<file path="src/rtl/keycode_sprite_mover.sv">
// Keycode-driven sprite mover: frame-rate sampling of an HID keycode with an accelerate/cruise/idle motion FSM.
// Optional SPRITE_WRAP_EN: out-of-bound moves wrap to the opposite bound and bump stays low.
module keycode_sprite_mover #(
    parameter int X_MIN       = 0,
    parameter int X_MAX       = 623,
    parameter int Y_MIN       = 0,
    parameter int Y_MAX       = 463,
    parameter int X_INIT      = 312,
    parameter int Y_INIT      = 232,
    parameter int MAX_SPEED   = 4,
    parameter int SPRITE_BASE = 4
) (
    input  logic       Clk,
    input  logic       Reset,
    input  logic [7:0] keycode,
    input  logic       vs,
    output logic [9:0] PosX,
    output logic [9:0] PosY,
    output logic [3:0] SpriteID,
    output logic       moving,
    output logic       bump
);
    // state  | meaning
    // IDLE   | no direction key on the last tick, speed 0
    // ACCEL  | speed ramping by 1 per tick toward MAX_SPEED
    // CRUISE | moving at MAX_SPEED in a steady direction
    typedef enum logic [1:0] {IDLE, ACCEL, CRUISE} state_t;

    localparam logic [1:0]  DIR_UP    = 2'd0;
    localparam logic [1:0]  DIR_DOWN  = 2'd1;
    localparam logic [1:0]  DIR_LEFT  = 2'd2;
    localparam logic [1:0]  DIR_RIGHT = 2'd3;
    localparam logic [3:0]  MAX_SPD   = 4'(MAX_SPEED);
    localparam logic [3:0]  BASE_ID   = 4'(SPRITE_BASE);
    localparam logic [10:0] X_LO      = 11'(X_MIN);
    localparam logic [10:0] X_HI      = 11'(X_MAX);
    localparam logic [10:0] Y_LO      = 11'(Y_MIN);
    localparam logic [10:0] Y_HI      = 11'(Y_MAX);

    logic vs_meta, vs_sync, vs_prev;
    logic [1:0] settle;
    logic armed;
    logic tick;

    // armed keeps a vs already low at reset release from looking like a falling edge
    always_ff @(posedge Clk or posedge Reset) begin
        if (Reset) begin
            vs_meta <= 1'b1;
            vs_sync <= 1'b1;
            vs_prev <= 1'b1;
            settle  <= 2'd0;
            armed   <= 1'b0;
        end else begin
            vs_meta <= vs;
            vs_sync <= vs_meta;
            vs_prev <= vs_sync;
            if (settle != 2'd2) settle <= settle + 2'd1;
            armed   <= armed | ((settle == 2'd2) & vs_sync);
        end
    end

    assign tick = armed & vs_prev & ~vs_sync;

    state_t      state, state_n;
    logic [3:0]  speed, speed_n;
    logic [1:0]  dir, dir_n;
    logic [9:0]  pos_x, pos_x_n, pos_y, pos_y_n;
    logic [3:0]  sprite_id, sprite_id_n;
    logic        moving_q, moving_n;
    logic        bump_q, bump_n;

    logic        has_dir;
    logic [1:0]  key_dir;
    logic        do_move;
    logic [10:0] step, cur, lo, hi, moved, bound_res, res;
    logic        oob;

    always_ff @(posedge Clk or posedge Reset) begin
        if (Reset) begin
            state     <= IDLE;
            speed     <= 4'd0;
            dir       <= DIR_DOWN;
            pos_x     <= 10'(X_INIT);
            pos_y     <= 10'(Y_INIT);
            sprite_id <= BASE_ID + 4'd1;
            moving_q  <= 1'b0;
            bump_q    <= 1'b0;
        end else begin
            state     <= state_n;
            speed     <= speed_n;
            dir       <= dir_n;
            pos_x     <= pos_x_n;
            pos_y     <= pos_y_n;
            sprite_id <= sprite_id_n;
            moving_q  <= moving_n;
            bump_q    <= bump_n;
        end
    end

    always_comb begin
        has_dir = 1'b1;
        key_dir = DIR_UP;
        case (keycode)
            8'h1A:   key_dir = DIR_UP;
            8'h16:   key_dir = DIR_DOWN;
            8'h04:   key_dir = DIR_LEFT;
            8'h07:   key_dir = DIR_RIGHT;
            default: has_dir = 1'b0;
        endcase
    end

    always_comb begin
        state_n     = state;
        speed_n     = speed;
        dir_n       = dir;
        pos_x_n     = pos_x;
        pos_y_n     = pos_y;
        sprite_id_n = sprite_id;
        moving_n    = moving_q;
        bump_n      = 1'b0;
        do_move     = 1'b0;
        step        = 11'd0;
        cur         = 11'd0;
        lo          = 11'd0;
        hi          = 11'd0;
        moved       = 11'd0;
        bound_res   = 11'd0;
        res         = 11'd0;
        oob         = 1'b0;

        if (tick) begin
            if (!has_dir) begin
                state_n = IDLE;
                speed_n = 4'd0;
            end else if (state == IDLE || key_dir != dir) begin
                dir_n   = key_dir;
                speed_n = 4'd1;
                step    = 11'd1;
                do_move = 1'b1;
                state_n = (MAX_SPD == 4'd1) ? CRUISE : ACCEL;
            end else if (state == ACCEL) begin
                speed_n = speed + 4'd1;
                step    = {7'd0, speed + 4'd1};
                do_move = 1'b1;
                state_n = (speed + 4'd1 == MAX_SPD) ? CRUISE : ACCEL;
            end else begin
                step    = {7'd0, MAX_SPD};
                do_move = 1'b1;
            end
            moving_n    = (state_n != IDLE);
            sprite_id_n = BASE_ID + {2'b00, dir_n};
        end

        if (do_move) begin
            cur = dir_n[1] ? {1'b0, pos_x} : {1'b0, pos_y};
            lo  = dir_n[1] ? X_LO : Y_LO;
            hi  = dir_n[1] ? X_HI : Y_HI;
            // even dirs (up, left) decrease, odd dirs (down, right) increase
            if (dir_n[0]) begin
                moved = cur + step;
                oob   = (moved > hi);
`ifdef SPRITE_WRAP_EN
                bound_res = lo;
`else
                bound_res = hi;
`endif
            end else begin
                moved = cur - step;
                oob   = (cur < lo + step);
`ifdef SPRITE_WRAP_EN
                bound_res = hi;
`else
                bound_res = lo;
`endif
            end
            res = oob ? bound_res : moved;
            if (dir_n[1]) pos_x_n = res[9:0];
            else          pos_y_n = res[9:0];
`ifdef SPRITE_WRAP_EN
            bump_n = 1'b0;
`else
            bump_n = oob;
`endif
        end
    end

    assign PosX     = pos_x;
    assign PosY     = pos_y;
    assign SpriteID = sprite_id;
    assign moving   = moving_q;
    assign bump     = bump_q;

endmodule

</file>
<file path="config.mk">
export PLATFORM = sky130hd
export DESIGN_NAME = keycode_sprite_mover
export DESIGN_NICKNAME = d
export VERILOG_FILES = /design/src/rtl/keycode_sprite_mover.sv
export SDC_FILE = /design/constraint.sdc
export NUM_CORES = 1
export LEC_CHECK = 0
export CORE_ASPECT_RATIO = 1.2
export CORE_MARGIN = 2
export CORE_UTILIZATION = 55
export CTS_CLUSTER_SIZE = 20
export DETAILED_ROUTE_END_ITERATION = 10
export MAX_ROUTING_LAYER = met4
export PLACE_DENSITY = 0.8
export SYNTH_ARGS = -nofsm -noshare
export SYNTH_HDL_FRONTEND = slang
export SYNTH_SLANG_ARGS = --single-unit
</file>
<file path="constraint.sdc">
create_clock -name Clk -period 11.5 [get_ports Clk]
set_input_delay 1.15 -clock Clk [delete_from_list [all_inputs] [get_ports Clk]]
set_output_delay 1.15 -clock Clk [all_outputs]
set_load 0.02 [all_outputs]
</file>
==> results of run 1 <==
## worst register-to-register path, delay by kind of cell (launching register included)
family,cells,cell delay [ns]
xor+xnor,1,0.12
fa+ha+maj,2,0.70
simple gates,10,2.65
compound gates,6,1.65
buf+inv,2,0.45
flops,1,0.53
## how the worst max path moves through the flow
| stage | slack (ns) | startpoint | end |
|---|---|---|---|
| 2_1_floorplan | 5.71 | keycode[5] | PosX[0] |
| 3_3_place_gp | 4.16 | keycode[5] | PosX[7] |
| 3_5_place_dp | 4.14 | keycode[5] | PosY[0] |
| 4_1_cts | 4.45 | keycode[5] | PosX[7] |
| 5_1_grt | 3.81 | keycode[5] | PosX[7] |
| 6_report | 4.41 | keycode[5] | PosX[7] |
## logic make-up after synthesis
family / Yosys count / synth area share [%]
and+or+nand+nor: 122 / 21.8
adders and majority gates: 16 / 7.67
buffers and inverters: 35 / 5.57
muxes: 14 / 5.21
DFF: 38 / 34.4
xor gates and xnor gates: 20 / 6.24
other: 2 / 0.267
AOI/OAI and AO/OA: 80 / 18.8
## where the power goes
part	leakage, µW	switching [µW]	internal (µW)
clock	0.0000683	51.7	86.9
combinational	0.000905	27.0	19.6
sequential	0.000457	4.72	139
total	0.00143	83.5	246
## per-stage QoR
step,worst slack [ns],util (%),instances
6_report,4.41,66.9,418
2_1_floorplan,5.71,-,327
5_1_grt,3.81,66.9,418
3_5_place_dp,4.14,64.1,410
4_1_cts,4.45,66.9,418
3_3_place_gp,4.16,64.1,410
## placed cells by master (no fill, tap or decap), types with 6 or more instances in the layout
cell type	count
a21oi_1	21
a31oi_1	8
clkdlybuf4s50_1	34
dfrtp_1	25
dfstp_2	13
ha_1	14
inv_1	21
mux2i_1	9
nand2_1	39
nand3_1	16
nor2_1	23
nor3_1	13
o21ai_0	16
xnor2_1	14
xor2_1	6
## flip-flops by register name, summed over array words and instances (netlist names), 2 cells and up
register  flops
PosX         10
PosY         10
speed         4
SpriteID      2
dir           2
settle        2
state         2
## cell usage after synthesis, drive strengths merged, types with 2 or more instances
cell     count  area share [%]
a41o         2            0.76
or2          2            0.45
o21a         3            0.80
and2         3            0.67
and4         2            0.62
a21o         5             1.3
nor2        23             3.1
a21oi       21             3.7
o21ai       20             3.6
nand2       40             5.6
ha          14             6.2
mux2i        9             3.2
xnor2       14             4.4
nand2b       3            0.67
nand3       16             2.9
inv         21             2.8
o31ai        3            0.80
clkbuf       5            0.67
xor2         6             1.9
nor3        13             2.3
nor2b        4            0.89
dfrtp       25              22
a31oi        8             1.8
conb         2            0.27
mux2         5             2.0
o41ai        2            0.89
o21ba        2            0.71
and3         4            0.89
fa           2             1.4
dfstp       13              12
o2111ai      2            0.62
a211oi       3            0.80
buf          8             1.9
nand3b       2            0.53
nand4        4            0.89
## layout make-up
cell class / instances / area (µm²)
timing repair buffer: 36 / 355
clock inverter: 3 / 68.8
tap: 60 / 75.1
clock buffer: 5 / 68.8
inverter: 22 / 83.8
fill: 423 / 1640
sequential: 38 / 967
multi-input combinational: 254 / 1680
## metal layers
layer	up-vias	share of wire, %	track usage (%)
met5	-	0	-
met4	0	2.5	12.0
met3	19	5.0	3.88
met2	88	48	46.8
met1	1189	44	33.1
li1	1224	-	-
==> out/summary.txt, run 1 <==
outcome - finished clean
critical-path cell list - clkdlybuf4s50_1, nor3_1, nand4_1, nand2_4, clkinv_2, nand2_1, nand2_1, ha_1, inv_1, o21a_1, o21ai_0, a2111o_1, nor3_1, xnor2_1, ha_1, nand3_1, nor3_1, o2111ai_1, a31oi_1, or2_1, nand3_1, o21ai_0
final setup TNS - 0 ns
Netlist cell types - 58
drt wl/cell - 16.9 µm
Worst-Margin Slew - 0.690 ns
post-CTS sizing - 0
syn_nets - 354
PortBufs - 34
Post-Syn Area - 2810 µm²
Hold-fix buffers, CTS - 0
hold slack final - 0.359 ns
WP depth - 22
CP Buf/Inv Count - 3
Iter 0 DRT Violations - 140
Post-route DRC - 0
Fin. Hold Viols - 0
Clock Tree Root - clkbuf_8
Hold Path End - vs_sync
syn avg cell area - 8.59 µm²
hold path start - vs_meta
Clock Skews - 0.00705 ns
CTS clk-pin slew, worst paths - 0.07 ns
Skew-Pair Late Insertion Delay - 0.30 ns
drt total wl - 7060 µm
die height - 82.3 µm
P&R area growth vs syn - 17.6%
R2R depth - 21
hold depth - 0
slowest CP cell - nand4_1
Worst R2R End - PosX[7]
VDD IR max - 0.0891 mV
crit path DAT - 7.29 ns
CP most frequent cell - nor3_1
DRT antenna net count - 0
dominant synthesized flop cell - dfrtp_1
post-route minimum period - 7.09 ns
Post-CTS Setup Inserts - 0
Worst R2R Setup Slack - 5.30 ns
Final Instance Area - 3300 µm²
H-tree Lvls - 2
number of global-route vias before repair - 2,427
maxcap violations - 0
Core Region - 4940 µm²
Slew Limit Fails - 0
fraction of registers with async set or reset after synthesis - 100%
min-delay worst type - reg -> reg
worst r2r src - vs_prev
Synth Warn # - 0
Starting Density - 56.8%
vias per cell - 6.03
Die Footprint - 5700 µm²
largest net degree at the start of global routing - 39
Placement Cell Area - 3170 µm²
Crit. End Element - flop
Via Count - 2,520
DR pass1 iterations - 4
first-pass GRT wire length - 11,900 µm
Fmax - 141 MHz
Required @ worst endpoint - 11.70 ns
layout cell share with drive strength beyond 1 - 10.1%
Gate Count Post-Synth - 327
grt ovf - 0
worst-path fanout max - 17
RSZ-0062 raised after global routing - no
Die Span X - 69.2 µm
cell area power density - 99.7 nW/µm²
EDFF count, synth - 0
Routability Congestion - 0.901
sequential share of the synthesized area - 34.4%
GRT Overall Usage - 27.5%
Longest Clk Path Bufs - 2
CTS Buf Count - 5
fin crit share - 61.6%
initial antenna violation count - 0
Inserted Diodes - 0
Final #Nets - 384
CTS tree - yes
Crit Path Class - in -> reg
row count - 28
Slew headroom - 53.8%
Leakage Power - 0.00143 µW
#FFs+latches synth - 38
Final Total Pwr - 329 µW
CP Launch Type - input port
Top Family by Delay on Critical Path - simple AND/OR/NAND/NOR gates
final count of negative-setup-slack endpoints - 0
# clock sinks - 38
DP HPWL - 5320 µm
Ports - 37
CP max stage delay - 0.61 ns
Note: power is estimated with default switching activity, not from simulation.
==> run 2: changes to the inputs <==
CORE_UTILIZATION = 50   (was 55)
PLACE_DENSITY = 0.76   (was 0.8)
clock period = 6.41 ns   (was 11.5 ns; I/O delays follow)
==> out/summary.txt, run 2 (same netlist as run 1, synthesis figures left out) <==
CP most frequent cell - nor3_1
grt ovf - 0
worst-path fanout max - 6
CP max stage delay - 0.51 ns
Routability Congestion - 0.900
P&R area growth vs syn - 20.0%
final setup TNS - 0 ns
Slew Limit Fails - 0
post-route minimum period - 5.96 ns
Longest Clk Path Bufs - 2
Hold-fix buffers, CTS - 0
Die Footprint - 6230 µm²
Die Span X - 72.4 µm
Inserted Diodes - 0
drt wl/cell - 17.0 µm
hold slack final - 0.360 ns
fin crit share - 92.9%
layout cell share with drive strength beyond 1 - 12.6%
commonest non-fill, non-tap cells in the layout - nand2_1 (39), clkdlybuf4s50_1 (34), dfrtp_1 (25)
fillers - 462
Slew headroom - 53.1%
largest net degree at the start of global routing - 39
Fin. Hold Viols - 0
Starting Density - 52.3%
cell area power density - 177 nW/µm²
DP HPWL - 5300 µm
CP Launch Type - input port
DR pass1 iterations - 5
die height - 86.1 µm
VDD IR max - 0.139 mV
RSZ-0062 raised after global routing - no
CTS tree - yes
slowest CP cell - clkdlybuf4s50_1
outcome - finished clean
drt total wl - 7230 µm
pre-CTS WS - -0.00846 ns
most common cell after layout, fill and taps aside - nand2_1
placed cells - 418
Skew-Pair Late Insertion Delay - 0.30 ns
PnR worst setup slack - 0.454 ns
number of global-route vias before repair - 2,425
first-pass GRT wire length - 11,800 µm
maxcap violations - 0
Iter 0 DRT Violations - 218
Post-route DRC - 0
CTS clk-pin slew, worst paths - 0.08 ns
H-tree Lvls - 2
Final #Nets - 390
row count - 29
# clock sinks - 38
Via Count - 2,592
Required @ worst endpoint - 6.64 ns
Fmax - 168 MHz
CTS Buf Count - 5
PortBufs - 34
critical-path cell list - clkdlybuf4s50_1, nor3b_2, nand3_1, xnor2_1, nor3_2, nand2_1, a311o_1, ha_1, inv_1, o21a_1, o21ai_0, a2111o_1, nor3_1, xnor2_1, ha_1, nand3_1, nor3_1, o2111ai_1, a31oi_1, nor2_1, nor3_1, o32a_1
Final Total Pwr - 595 µW
Crit. End Element - flop
Core Region - 5370 µm²
non-filler cells in the finished layout - 426
vias per cell - 6.08
Clock Skews - 0.00759 ns
crit path DAT - 6.19 ns
final count of negative-setup-slack endpoints - 0
min-delay worst type - reg -> reg
initial antenna violation count - 0
Clock Tree Root - clkbuf_8
Crit Path Class - in -> reg
Worst-Margin Slew - 0.701 ns
DRT antenna net count - 0
Ports - 37
GRT Overall Usage - 24.8%
Leakage Power - 0.00146 µW
## run 2: worst max-delay path: cells and delay by family
kind,cells,cell delay (ns)
compound gates,7,1.97
xor+xnor,2,0.31
fa+ha+maj,2,0.68
buf+inv,2,0.63
simple gates,9,1.95
## run 2: through the flow
step,area (µm²),util [%]
2_1_floorplan,2810,-
3_3_place_gp,3210,59.8
3_5_place_dp,3210,59.8
4_1_cts,3350,62.4
5_1_grt,3370,62.7
6_report,3370,62.7
## run 2: final timing paths
| check | start | to | slack [ns] | cells past startpoint |
|---|---|---|---|---|
| worst min-delay path | vs_meta | vs_sync | 0.36 | 0 |
| max in group asynchronous | Reset | SpriteID[0] | 5.29 | 3 |
| worst max-delay path | keycode[2] | PosY[8] | 0.45 | 22 |
| worst min register to register | vs_meta | vs_sync | 0.36 | 0 |
| min in group asynchronous | Reset | settle[1] | 0.76 | 3 |
| worst max register to register | vs_prev | PosY[8] | 0.99 | 22 |
## run 2: layout make-up
class / instances / area, µm² / area share, %
Timing Repair Buffer: 42 / 400 / 11.9
Inverter: 22 / 83.8 / 2.49
Clock inverter: 3 / 68.8 / 2.04
Tap cell: 62 / 77.6 / 2.30
Multi-Input combinational cell: 254 / 1700 / 50.5
Clock buffer: 5 / 68.8 / 2.04
Sequential cell: 38 / 967 / 28.7
## run 2: routing by layer
metal | vias to the layer above | routed length, µm | track usage (%)
met1 | 1228 | 3060 | 31.5
met4 | 0 | 138 | 7.24
li1 | 1225 | - | -
met3 | 26 | 459 | 2.82
met2 | 113 | 3570 | 41.8
met5 | - | 0 | -
## run 2: power by group
group	switching (µW)	internal, µW
Combinational	48.9	36.0
Sequential	7.99	250
Clock	96.0	156
Total	153	442
## run 2: timing repair
| item | CTS | global route |
|---|---|---|
| gates resized for setup | 0 | 4 |
| endpoints found under the setup margin | 0 | 21 |
| endpoints found under the hold margin | 0 | 0 |
| buffers inserted | 0 | 0 |
